===== src/rtl/instr_encoder_if.sv =====
// Request and output-stream bundle for the instruction encoder.
// master = request producer / word consumer; slave = the encoder itself.
interface instr_encoder_if;
  logic        in_valid;
  logic        in_ready;
  logic [3:0]  op;
  logic [1:0]  cin_mode;
  logic [1:0]  shift_mode;
  logic [1:0]  rn;
  logic [1:0]  rm;
  logic [1:0]  rx;
  logic [3:0]  amount;
  logic        mem_shift;
  logic [8:0]  imm;
  logic [10:0] addr;
  logic        out_valid;
  logic        out_ready;
  logic [15:0] out_instr;

  modport master (
    output in_valid, op, cin_mode, shift_mode, rn, rm, rx, amount,
           mem_shift, imm, addr, out_ready,
    input  in_ready, out_valid, out_instr
  );

  modport slave (
    input  in_valid, op, cin_mode, shift_mode, rn, rm, rx, amount,
           mem_shift, imm, addr, out_ready,
    output in_ready, out_valid, out_instr
  );
endinterface


===== src/rtl/instr_encoder.sv =====
// Packs symbolic ALU instruction requests into 16-bit words, buffers them in
// a small FIFO behind a valid/ready stream, counts handed-off words and keeps
// a sticky flag for illegal opcodes.
module instr_encoder #(
  parameter int DEPTH = 4,
  parameter int CW    = $clog2(DEPTH) + 1
) (
  input  logic           clk,
  input  logic           rst_n,
  instr_encoder_if.slave bus,
  output logic [CW-1:0]  level,
  output logic [15:0]    issued_cnt,
  output logic           err_illegal,
  input  logic           err_clr
);

  localparam int AW = (DEPTH > 1) ? $clog2(DEPTH) : 1;
  localparam logic [CW-1:0] FULL = CW'(DEPTH);

  localparam logic [3:0] OP_ADR = 4'd0;
  localparam logic [3:0] OP_ADM = 4'd1;
  localparam logic [3:0] OP_ADI = 4'd2;
  localparam logic [3:0] OP_SBR = 4'd3;
  localparam logic [3:0] OP_SBM = 4'd4;
  localparam logic [3:0] OP_SBI = 4'd5;
  localparam logic [3:0] OP_MLR = 4'd6;
  localparam logic [3:0] OP_XSL = 4'd7;
  localparam logic [3:0] OP_XSR = 4'd8;
  localparam logic [3:0] OP_BBO = 4'd9;
  localparam logic [3:0] OP_LDR = 4'd10;
  localparam logic [3:0] OP_STI = 4'd11;

  logic [15:0]   mem_q [DEPTH];
  logic [AW-1:0] wr_ptr_q, wr_ptr_d;
  logic [AW-1:0] rd_ptr_q, rd_ptr_d;
  logic [CW-1:0] level_q, level_d;
  logic [15:0]   cnt_q, cnt_d;
  logic          err_q, err_d;
  logic [15:0]   word_d;
  logic          legal_d;
  logic          accept, push, pop;

  // Combinational packing of the request fields into an instruction word.
  always_comb begin
    word_d  = '0;
    legal_d = 1'b1;
    case (bus.op)
      OP_ADR: word_d = {5'b00001, 1'b0, bus.cin_mode, bus.shift_mode, bus.rx, bus.rn, bus.rm};
      OP_SBR: word_d = {5'b00101, 1'b0, bus.cin_mode, bus.shift_mode, bus.rx, bus.rn, bus.rm};
      OP_MLR: word_d = {5'b01001, 1'b0, bus.cin_mode, bus.shift_mode, bus.rx, bus.rn, bus.rm};
      OP_ADM: word_d = {5'b00010, bus.addr};
      OP_SBM: word_d = {5'b00110, bus.addr};
      OP_ADI: word_d = {5'b00100, bus.rn, bus.imm};
      OP_SBI: word_d = {5'b01000, bus.rn, bus.imm};
      OP_XSL: word_d = {5'b01010, 1'b0, bus.cin_mode, bus.amount, 2'b00, bus.rm};
      OP_XSR: word_d = {5'b01011, 1'b0, bus.cin_mode, bus.amount, 2'b00, bus.rm};
      OP_BBO: word_d = {5'b01100, 7'b0000000, bus.rn, bus.rm};
      OP_LDR: word_d = {5'b01110, 2'b00, bus.mem_shift, bus.rn, bus.rm, bus.amount};
      OP_STI: word_d = {5'b01111, 2'b00, bus.mem_shift, bus.rn, bus.rm, bus.amount};
      default: legal_d = 1'b0;
    endcase
  end

  // Handshakes: a full FIFO refuses input even if it is popped this cycle,
  // so in_ready never depends on out_ready. Illegal requests are accepted
  // but never written.
  assign bus.in_ready  = (level_q != FULL);
  assign bus.out_valid = (level_q != '0);
  assign accept        = bus.in_valid & bus.in_ready;
  assign push          = accept & legal_d;
  assign pop           = bus.out_valid & bus.out_ready;

  // Head word is masked while empty so nothing stale is visible after reset.
  assign bus.out_instr = bus.out_valid ? mem_q[rd_ptr_q] : 16'h0000;
  assign level         = level_q;
  assign issued_cnt    = cnt_q;
  assign err_illegal   = err_q;

  // Next-state for pointers, occupancy, issue counter and sticky error.
  always_comb begin
    wr_ptr_d = wr_ptr_q;
    rd_ptr_d = rd_ptr_q;
    level_d  = level_q;
    cnt_d    = cnt_q;
    err_d    = err_q;
    if (push) wr_ptr_d = wr_ptr_q + AW'(1);
    if (pop) begin
      rd_ptr_d = rd_ptr_q + AW'(1);
      cnt_d    = cnt_q + 16'd1;
    end
    if (push && !pop)      level_d = level_q + CW'(1);
    else if (!push && pop) level_d = level_q - CW'(1);
    // A new illegal accept outranks a same-cycle clear.
    if (accept && !legal_d) err_d = 1'b1;
    else if (err_clr)       err_d = 1'b0;
  end

  // Control state registers with asynchronous reset.
  always_ff @(posedge clk or negedge rst_n) begin
    if (!rst_n) begin
      wr_ptr_q <= '0;
      rd_ptr_q <= '0;
      level_q  <= '0;
      cnt_q    <= '0;
      err_q    <= 1'b0;
    end else begin
      wr_ptr_q <= wr_ptr_d;
      rd_ptr_q <= rd_ptr_d;
      level_q  <= level_d;
      cnt_q    <= cnt_d;
      err_q    <= err_d;
    end
  end

  // FIFO storage; contents need no reset because the output is masked by level.
  always_ff @(posedge clk) begin
    if (push) mem_q[wr_ptr_q] <= word_d;
  end

endmodule


===== src/flat_wrapper.sv =====
// flat-port wrapper written by rule: the top's interface ports become plain ports
module instr_encoder_flat 
#(
  parameter int DEPTH = 4,
  parameter int CW    = $clog2(DEPTH) + 1
)
  (clk, rst_n, level, issued_cnt, err_illegal, err_clr, bus_in_valid, bus_op, bus_cin_mode, bus_shift_mode, bus_rn, bus_rm, bus_rx, bus_amount, bus_mem_shift, bus_imm, bus_addr, bus_out_ready, bus_in_ready, bus_out_valid, bus_out_instr);
  instr_encoder_if bus_i ();
  input  logic clk;
  input  logic rst_n;
  output logic [CW-1:0] level;
  output logic [15:0] issued_cnt;
  output logic err_illegal;
  input  logic err_clr;
  input wire logic [$bits(bus_i.in_valid)-1:0] bus_in_valid;
  input wire logic [$bits(bus_i.op)-1:0] bus_op;
  input wire logic [$bits(bus_i.cin_mode)-1:0] bus_cin_mode;
  input wire logic [$bits(bus_i.shift_mode)-1:0] bus_shift_mode;
  input wire logic [$bits(bus_i.rn)-1:0] bus_rn;
  input wire logic [$bits(bus_i.rm)-1:0] bus_rm;
  input wire logic [$bits(bus_i.rx)-1:0] bus_rx;
  input wire logic [$bits(bus_i.amount)-1:0] bus_amount;
  input wire logic [$bits(bus_i.mem_shift)-1:0] bus_mem_shift;
  input wire logic [$bits(bus_i.imm)-1:0] bus_imm;
  input wire logic [$bits(bus_i.addr)-1:0] bus_addr;
  input wire logic [$bits(bus_i.out_ready)-1:0] bus_out_ready;
  output wire logic [$bits(bus_i.in_ready)-1:0] bus_in_ready;
  output wire logic [$bits(bus_i.out_valid)-1:0] bus_out_valid;
  output wire logic [$bits(bus_i.out_instr)-1:0] bus_out_instr;
  assign bus_i.in_valid = bus_in_valid;
  assign bus_i.op = bus_op;
  assign bus_i.cin_mode = bus_cin_mode;
  assign bus_i.shift_mode = bus_shift_mode;
  assign bus_i.rn = bus_rn;
  assign bus_i.rm = bus_rm;
  assign bus_i.rx = bus_rx;
  assign bus_i.amount = bus_amount;
  assign bus_i.mem_shift = bus_mem_shift;
  assign bus_i.imm = bus_imm;
  assign bus_i.addr = bus_addr;
  assign bus_i.out_ready = bus_out_ready;
  assign bus_in_ready = bus_i.in_ready;
  assign bus_out_valid = bus_i.out_valid;
  assign bus_out_instr = bus_i.out_instr;
  instr_encoder #(.DEPTH(DEPTH), .CW(CW)) u_core (.clk(clk), .rst_n(rst_n), .bus(bus_i), .level(level), .issued_cnt(issued_cnt), .err_illegal(err_illegal), .err_clr(err_clr));
endmodule

===== config.mk =====
export PLATFORM = sky130hd
export DESIGN_NAME = instr_encoder_flat
export DESIGN_NICKNAME = d
export VERILOG_FILES = /design/src/rtl/instr_encoder_if.sv /design/src/rtl/instr_encoder.sv /design/src/flat_wrapper.sv
export SDC_FILE = /design/constraint.sdc
export NUM_CORES = 1
export LEC_CHECK = 0
export ABC_CLOCK_PERIOD_IN_PS = 2400
export CORE_MARGIN = 10
export CORE_UTILIZATION = 50
export DETAILED_ROUTE_END_ITERATION = 10
export HOLD_SLACK_MARGIN = 0.15
export PLACE_DENSITY_LB_ADDON = 0.15
export SETUP_SLACK_MARGIN = 0.1
export SYNTH_ARGS = -nofsm -noshare
export SYNTH_HDL_FRONTEND = slang
export SYNTH_SLANG_ARGS = --single-unit

===== constraint.sdc =====
create_clock -name clk -period 2.4 [get_ports clk]
set_clock_uncertainty 0.05 [all_clocks]
set_input_delay 0.36 -clock clk [delete_from_list [all_inputs] [get_ports clk]]
set_output_delay 0.36 -clock clk [all_outputs]
set_load 0.005 [all_outputs]

==> impl_metrics.toml <==
[run_status]
outcome = "finished clean"

[layout]
drive_gt1_frac = 0.254
n_antenna_cell = 0
final_common_cell = "clkdlybuf4s50_1"
final_cell_mix = "clkdlybuf4s50_1 (65), edfxtp_1 (60), buf_4 (30), dfrtp_1 (23), mux4_2 (15)"
syn_to_final_growth_pct = 35.9
final_nets = 455
num-fill-cells = 532

[cts]
cts_tree = "yes"
clk_pin_slew_worst_paths_ns = 0.09
clk_latency_ns = 0.35
cts_made_buffers = 9
cts.htree.levels = 3
cts_buffer_depth = 2
ctsHoldBuffers = 0
cts_sinks = 84
cts_root_buf = "clkbuf_8"

[grt]
grt_usage = 0.156
grt_antenna_before_repair = 0
grt_pass1_vias = 2835
grt_pass1_wl_mm = 14.7
grt_start_max_net_pins = 25
grt_overflow = 0

[routing]
drt.antenna.violating_nets = 0
drt-pass1-iter-count = 5
via_per_inst = 5.41
remaining_drc_errors = 0
via_count = 2766
drt-total-wl_mm = 9.21
drt_first_iter_violations = 154
routedWlPerCell_um = 18.0

[worst_setup_path]
end_kind = "primary output"
worst_ep_arrival_time_ns = 1.90
cp_max_fo = 4
reg2reg_slack_ns = 0.25
crit_type = "flop to primary output"
cp.required_ns = 1.99
cp-start-kind = "flop"
reg2reg_depth = 7

[power]
p_per_area_mw_per_mm2 = 998
irDropWorstVdd_v = 0.000424
leakagePower_nw = 2.14

[synthesis]
synth_nets = 337
synth_seq_cells = 84
netlist_area_sq_mm = 0.00405
async_flop_share = 0.286
ys_warn_count = 0
synth-edff-count = 60
synth_flop_cell = "edfxtp_1"
yosysSeqAreaShare = 0.594
synth_cell_types = 52
syn_avg_cell_area_sq_um = 14.2
synth_cells = 286

[floorplanning]
die-area_sq_mm = 0.0121
initial_utilization = 0.518
core_sq_mm = 0.00781
ioPinCount = 82
die_w_um = 110
rows = 32
die_h_um = 110

[place]
portBuffers = 80
routabilityCongestion = 0.856
hpwl_mm = 6.56

[timing]
min_period_ns = 2.31
setup-tns-final_ns = 0
fin_crit_sh = 0.963
final-hold-violation-count = 0
tightest_slew_ns = 0.520
grt_setup_unrepaired = "yes"
fmaxAchievable_mhz = 433
drv_slew = 0
maxSlewHeadroom = 0.650
setup_violations = 0
hold_ws_ns = 0.298

[flow_run]
maxCapViolCount = 0

[min_path]
hold_path_class = "input pin to asynchronous set/reset pin"
through the flow:
stage	setup slack, ns	cells	power, W	util	cell area [sq um]
6_report	0.0887	511	0.00549	0.704	5500
5_1_grt	0.0349	511	0.00582	0.704	5500
4_1_cts	-0.0217	506	0.00546	0.698	5450
3_5_place_dp	-0.0135	474	0.00417	0.650	5070
3_3_place_gp	0.0717	474	0.00412	0.650	5070
2_1_floorplan	0.274	286	0.00310	-	4050
final timing paths:
| check | start | endpoint |
|---|---|---|
| max | u_core.rd_ptr_q[0] | bus_out_instr[14] |
| min | rst_n | u_core.issued_cnt[12] |
| max reg2reg | u_core.level[0] | u_core.level[1] |
| min reg2reg | u_core.issued_cnt[15] | u_core.issued_cnt[15] |
| max in group asynchronous | rst_n | u_core.err_illegal |
| min in group clk | u_core.issued_cnt[15] | u_core.issued_cnt[15] |
critical path, stage by stage (launching register included):
cell and delay [ns]:
dfrtp_2 0.48, buf_12 0.16, buf_4 0.12, buf_6 0.10, mux4_2 0.43, nor2b_1 0.14
buf_2 0.12
flip-flops by register name, summed over array words and instances, names as in the netlist:
signal / cells
u_core.wr_ptr_q: 2
u_core.level: 3
u_core.err_illegal: 1
u_core.mem_q: 60
u_core.rd_ptr_q: 2
u_core.issued_cnt: 16
cell usage after synthesis, types with 3 or more instances:
master     n  area, sq um
a21oi_1    5         25.0
a221o_1    6         60.1
a222oi_1   4         40.0
and2_1     7         43.8
buf_2      8         40.0
buf_4      4         30.0
clkbuf_1   3         11.3
dfrtp_1   24          601
edfxtp_1  60         1800
ha_1       6         75.1
inv_1     12         45.0
mux2_2     4         45.0
mux4_2    15          338
nand2_1   12         45.0
nand3_1    7         35.0
nand3b_1   4         30.0
nand4_1    3         18.8
nor2_1     7         26.3
nor2b_1   17          106
nor3_1     8         40.0
o21ai_0    7         35.0
xnor2_1   12          105
xor2_1    12          105
power breakdown:
group	internal, W	switching, W
Clock	0.000586	0.000482
Sequential	0.00188	0.000167
Combinational	0.00142	0.000959
final cells by class:
class                      instances  area (sq um)  share of cell area
multi-input combinational        173          1540               0.280
clock buffer                      10           128              0.0232
sequential                        84          2400               0.437
tap                              102           128              0.0232
inverter                          12          45.0             0.00819
clock inverter                     6          88.8              0.0162
timing repair buffer             124          1170               0.212
metal layers:
layer	part of all wire	global-route usage	up-vias	wire [um]
met4	0.011	0.0437	0	103
met1	0.43	0.201	1348	3960
met5	0	0	-	0
met3	0.067	0.0429	7	615
met2	0.49	0.255	86	4520
li1	-	-	1325	-
what timing repair did:
item,4_1_cts,5_1_grt
cloned,2,0
setup buffers,14,7
resized for setup,65,16
setup endpoints to repair,15,14
cell families (layout without fill, tap and decap cells):
logic type               Yosys count  after routing  synth area share
AO/OA/AOI/OAI                     44             44            0.0884
other                              1              1          0.000926
multiplexers                      20             20            0.0971
XOR/XNOR                          24             24            0.0519
flip-flops                        84             84             0.594
buffers and inverters             29            152            0.0368
adder cells (fa/ha/maj)            7              7            0.0235
AND/OR/NAND/NOR                   77             77             0.108
Note: power is estimated with default switching activity, not from simulation.
